$ cat config.mk
export PLATFORM = sky130hd
export DESIGN_NAME = dram_req_queue
export DESIGN_NICKNAME = d
export VERILOG_FILES = /design/src/rtl/dram_req_queue.sv
export SDC_FILE = /design/constraint.sdc
export NUM_CORES = 1
export LEC_CHECK = 0
export BUFFER_PORTS_ARGS = -buffer_cell sky130_fd_sc_hd__buf_2
export CAP_MARGIN = 20
export CORE_MARGIN = 2
export CORE_UTILIZATION = 37
export CTS_BUF_LIST = sky130_fd_sc_hd__clkbuf_16
export DETAILED_ROUTE_END_ITERATION = 16
export GPL_TIMING_DRIVEN = 1
export PLACE_DENSITY = 0.59
export SYNTH_ARGS = -nofsm -noshare
export SYNTH_HDL_FRONTEND = slang
export SYNTH_SLANG_ARGS = --single-unit
export TNS_END_PERCENT = 50
$ cat constraint.sdc
create_clock -name u_clk -period 2.9 [get_ports u_clk]
set_input_delay 0.29 -clock u_clk [delete_from_list [all_inputs] [get_ports u_clk]]
set_output_delay 0.29 -clock u_clk [all_outputs]
set_load 0.02 [all_outputs]
$ cat src/rtl/dram_req_queue.sv
// In-order request buffer in front of the DRAM controller user interface.
// Client requests are queued in a FIFO and issued one at a time; read data returns through a single response slot.
module dram_req_queue #(
    parameter int ADDR_WIDTH  = 13,
    parameter int DATA_WIDTH  = 8,
    parameter int FIFO_DEPTH  = 4,
    parameter int LEVEL_WIDTH = $clog2(FIFO_DEPTH + 1)
) (
    input  logic                   u_clk,
    input  logic                   rst_n,
    input  logic                   req_valid,
    output logic                   req_ready,
    input  logic                   req_cmd,
    input  logic [ADDR_WIDTH-1:0]  req_addr,
    input  logic [DATA_WIDTH-1:0]  req_wdata,
    output logic                   rsp_valid,
    input  logic                   rsp_ready,
    output logic [DATA_WIDTH-1:0]  rsp_rdata,
    output logic                   wr_done,
    output logic [LEVEL_WIDTH-1:0] fifo_level,
    output logic                   err_stray,
    output logic                   ctl_en,
    output logic [ADDR_WIDTH-1:0]  ctl_addr,
    output logic [DATA_WIDTH-1:0]  ctl_wdata,
    output logic                   ctl_cmd,
    input  logic                   ctl_busy,
    input  logic                   ctl_cmd_ack,
    input  logic [DATA_WIDTH-1:0]  ctl_rd_data,
    input  logic                   ctl_rd_valid
);

    localparam int PTR_WIDTH = (FIFO_DEPTH > 1) ? $clog2(FIFO_DEPTH) : 1;

    typedef enum logic [1:0] {
        S_IDLE,
        S_ISSUE,
        S_WAIT_RD,
        S_RESP
    } state_t;

    typedef struct packed {
        logic                  cmd;
        logic [ADDR_WIDTH-1:0] addr;
        logic [DATA_WIDTH-1:0] wdata;
    } entry_t;

    entry_t                 mem_q [FIFO_DEPTH];
    entry_t                 head;
    logic [PTR_WIDTH-1:0]   wr_ptr_q, wr_ptr_d;
    logic [PTR_WIDTH-1:0]   rd_ptr_q, rd_ptr_d;
    logic [LEVEL_WIDTH-1:0] level_q, level_d;
    logic                   full, empty, push, pop;

    state_t                 state_q;
    logic                   ctl_en_q, ctl_cmd_q, wr_done_q, rsp_valid_q, err_stray_q;
    logic [ADDR_WIDTH-1:0]  ctl_addr_q;
    logic [DATA_WIDTH-1:0]  ctl_wdata_q, rsp_rdata_q;

    // A full FIFO refuses pushes even when the head pops on the same edge.
    assign full  = (level_q == LEVEL_WIDTH'(FIFO_DEPTH));
    assign empty = (level_q == '0);
    assign push  = req_valid && !full;
    assign pop   = (state_q == S_ISSUE) && ctl_cmd_ack;
    assign head  = mem_q[rd_ptr_q];

    always_comb begin
        wr_ptr_d = wr_ptr_q;
        rd_ptr_d = rd_ptr_q;
        level_d  = level_q;
        if (push) begin
            wr_ptr_d = wr_ptr_q + PTR_WIDTH'(1);
        end
        if (pop) begin
            rd_ptr_d = rd_ptr_q + PTR_WIDTH'(1);
        end
        case ({push, pop})
            2'b10:   level_d = level_q + LEVEL_WIDTH'(1);
            2'b01:   level_d = level_q - LEVEL_WIDTH'(1);
            default: level_d = level_q;
        endcase
    end

    always_ff @(posedge u_clk) begin
        if (push) begin
            mem_q[wr_ptr_q] <= '{cmd: req_cmd, addr: req_addr, wdata: req_wdata};
        end
    end

    always_ff @(posedge u_clk) begin
        if (!rst_n) begin
            wr_ptr_q <= '0;
            rd_ptr_q <= '0;
            level_q  <= '0;
        end else begin
            wr_ptr_q <= wr_ptr_d;
            rd_ptr_q <= rd_ptr_d;
            level_q  <= level_d;
        end
    end

    always_ff @(posedge u_clk) begin
        if (!rst_n) begin
            state_q     <= S_IDLE;
            ctl_en_q    <= 1'b0;
            ctl_cmd_q   <= 1'b0;
            ctl_addr_q  <= '0;
            ctl_wdata_q <= '0;
            wr_done_q   <= 1'b0;
            rsp_valid_q <= 1'b0;
            rsp_rdata_q <= '0;
            err_stray_q <= 1'b0;
        end else begin
            wr_done_q <= 1'b0;
            // Read data arriving when no read is outstanding is dropped and flagged.
            if (ctl_rd_valid && (state_q != S_WAIT_RD)) begin
                err_stray_q <= 1'b1;
            end
            case (state_q)
                S_IDLE: begin
                    if (!empty && !ctl_busy) begin
                        ctl_cmd_q   <= head.cmd;
                        ctl_addr_q  <= head.addr;
                        ctl_wdata_q <= head.wdata;
                        ctl_en_q    <= 1'b1;
                        state_q     <= S_ISSUE;
                    end
                end
                S_ISSUE: begin
                    if (ctl_cmd_ack) begin
                        ctl_en_q <= 1'b0;
                        if (ctl_cmd_q) begin
                            wr_done_q <= 1'b1;
                            state_q   <= S_IDLE;
                        end else begin
                            state_q <= S_WAIT_RD;
                        end
                    end
                end
                S_WAIT_RD: begin
                    if (ctl_rd_valid) begin
                        rsp_rdata_q <= ctl_rd_data;
                        rsp_valid_q <= 1'b1;
                        state_q     <= S_RESP;
                    end
                end
                S_RESP: begin
                    if (rsp_ready) begin
                        rsp_valid_q <= 1'b0;
                        state_q     <= S_IDLE;
                    end
                end
                default: state_q <= S_IDLE;
            endcase
        end
    end

    assign req_ready  = !full;
    assign fifo_level = level_q;
    assign ctl_en     = ctl_en_q;
    assign ctl_cmd    = ctl_cmd_q;
    assign ctl_addr   = ctl_addr_q;
    assign ctl_wdata  = ctl_wdata_q;
    assign wr_done    = wr_done_q;
    assign rsp_valid  = rsp_valid_q;
    assign rsp_rdata  = rsp_rdata_q;
    assign err_stray  = err_stray_q;

endmodule

==> flow_metrics.tcl <==
set metrics [dict create \
    clock_skew_ns 0.00639 \
    holdWs_ns 0.0901 \
    core_um2 13100 \
    synthXorXnorAreaFrac 0.00714 \
    drive_above_1_share 0.354 \
    post_cts_resize_count 0 \
    routed_wl_um 9510 \
    cts-root-buf "clkbuf_16" \
    vias_per_cell 4.80 \
    drv_slew 0 \
    arrival_ns 2.66 \
    grt_pass1_vias 2875 \
    crit_fanout 10 \
    max-vdd-ir-drop_uv 396 \
    numCtsBuffers 17 \
    yosys.area_share.simple 0.0594 \
    syn_nets 337 \
    drc 0 \
    synthMuxAreaShare 0.117 \
    clk_latency_ns 0.41 \
    worstHoldPathType "in -> reg" \
    hold_viol_final 0 \
    ys_types 32 \
    status "finished, final reports clean" \
    cp.required_ns 3.24 \
    synth_adder_area_share 0.0168 \
    grt_overflow 0 \
    grt_max_degree 24 \
    synthFlopType "edfxtp_1" \
    critical_path_class "reg -> reg" \
    grt_usage 0.148 \
    cp-end-kind "register" \
    io_pins 75 \
    dp_hpwl_um 5560 \
    cts_num_sinks 131 \
    post-route-min-period_ns 2.32 \
    cts_buffer_depth 2 \
    final.setup.tns_ns 0 \
    synth_largest_area_cell "edfxtp_1" \
    yosysWarningCount 0 \
    cap_violations 0 \
    syn_area_per_cell_um2 16.7 \
    drtIter0Drc 187 \
    synth_compound_gate_area_share 0.0586 \
    antenna_cells 0 \
    synth_edf_count 88 \
    synth.top_cell.area_share 0.538 \
    cts_tree "yes" \
    cts.clk_slew.worst_paths_ns 0.06 \
    dieArea_um2 14200 \
    setup_viol_count_final 0 \
    floorplan.initialDensity 0.375 \
    vias 2715 \
    post_cts_buffers 0 \
    wl_per_cell_um 16.8 \
    grt_pass1_wl_um 15400 \
    mostFrequentLayoutCell "edfxtp_1" \
    htree_levels 4 \
    yosys-top-cells-area "edfxtp_1 (54%), dfxtp_1 (18%), mux4_2 (10%)" \
    cts_hold_buf 0 \
    worstMarginPinSlew_ns 1.00 \
    max_slew_margin 0.330 \
    max_freq_mhz 431 \
    area_delta_synth_final_pct 24.2 \
    gp_congestion 0.723 \
    grt_antenna_before_repair 0 \
    syn_area_um2 4910 \
    p_per_area_nw_per_um2 844 \
    die_w_um 119 \
    die_y_um 119 \
    port_buffers 74 \
    rsz0062_at_grt "no" \
    most-common-layout-cells "edfxtp_1 (88), buf_2 (74), dfxtp_1 (42), nand2_1 (25)" \
    drtPass1Iterations 6 \
    period_share 0.801 \
    async_flop_share 0 \
    detail-route-antenna-nets 0 \
    synth_top_family_by_area "multiplexers" \
    row_count 42 \
    ys_seq_elements 131 \
    p_leak_nw 2.29 \
    syn_inst 294 \
    start_kind "register" \
    fin_nets 420 \
    yosysSeqAreaShare 0.714 \
]
==> registers in the layout (all words and copies together), names as in the netlist, named ones only <==
register,count
ctl_addr,13
ctl_cmd,1
ctl_en,1
ctl_wdata,8
err_stray,1
fifo_level,3
mem_q,88
rd_ptr_q,2
rsp_rdata,8
rsp_valid,1
state_q,1
wr_done,1
wr_ptr_q,2
==> synth_stat cells, types with 2 or more instances <==
library cell,instances
nor2_1,18
inv_1,8
mux2i_1,8
dfxtp_1,43
a2bb2oi_1,3
xor2_1,4
buf_1,3
edfxtp_1,88
nand2_1,25
a21oi_1,7
a21o_1,2
and3_1,4
or3_1,2
clkbuf_1,5
buf_2,5
buf_4,2
o21ai_0,2
nand3_1,2
o2bb2ai_1,22
nand3b_1,2
ha_1,5
buf_6,3
mux4_2,22
==> critical path, cell delays in order, from the launching register on <==
cell and delay, ns:
dfxtp_1 0.40, or3b_1 0.51, nand2_1 0.12, ha_1 0.18, inv_1 0.06, fa_1 0.37
xor2_1 0.16, or3_1 0.30, a21oi_1 0.14
==> report_power, final <==
part / switching [W] / total [W] / internal [W]
logic: 0.000375 / 0.000636 / 0.000261
registers: 0.0000756 / 0.00222 / 0.00215
clock network: 0.000777 / 0.00229 / 0.00152
total: 0.00123 / 0.00515 / 0.00392
==> stage by stage <==
step | cells | worst slack (ns) | cell area (µm²) | util | power (W)
3_5_place_dp | 534 | 0.606 | 5460 | 0.417 | 0.00291
2_1_floorplan | 294 | 0.581 | 4910 | - | 0.00271
5_1_grt | 566 | 0.403 | 6100 | 0.466 | 0.00537
6_report | 566 | 0.577 | 6100 | 0.466 | 0.00515
3_3_place_gp | 534 | 0.684 | 5460 | 0.417 | 0.00289
4_1_cts | 566 | 0.589 | 6100 | 0.466 | 0.00522
==> cell families (layout without fill, tap and decap cells) <==
family / count (synthesis) / count (layout)
adder cells (fa/ha/maj): 6 / 6
buffers and inverters: 26 / 122
flip-flops: 131 / 131
multiplexers: 30 / 30
AND/OR/NAND/NOR: 60 / 60
AO/OA/AOI/OAI: 37 / 37
XOR/XNOR: 4 / 4
==> routing by layer <==
| layer | track usage | part of all wire | vias to the layer above | wire (µm) |
|---|---|---|---|---|
| met4 | 0.0751 | 0.020 | 0 | 193 |
| li1 | - | - | 1294 | - |
| met3 | 0.0589 | 0.062 | 15 | 586 |
| met2 | 0.230 | 0.48 | 75 | 4590 |
| met1 | 0.179 | 0.44 | 1331 | 4140 |
| met5 | 0 | 0 | - | 0 |
==> worst paths after layout <==
| check | startpoint | end | slack, ns | depth (start not counted) |
|---|---|---|---|---|
| worst max register to register | fifo_level[2]$_SDFFE_PN0P_ | fifo_level[2]$_SDFFE_PN0P_ | 0.58 | 8 |
| worst max-delay path | fifo_level[2]$_SDFFE_PN0P_ | fifo_level[2]$_SDFFE_PN0P_ | 0.58 | 8 |
| worst min register to register | ctl_addr[5]$_SDFFE_PN0P_ | ctl_addr[5]$_SDFFE_PN0P_ | 0.46 | 2 |
| worst min-delay path | req_wdata[3] | mem_q[2][3]$_DFFE_PP_ | 0.09 | 1 |
==> cell type report <==
class	count	area [µm²]
fill	1138	6990
sequential	131	3500
multi-input combinational	137	1270
timing repair buffer	82	430
clock buffer	17	425
tap	176	220
clock inverter	15	215
inverter	8	30.0
No activity file was read; power rests on OpenSTA's default activity.
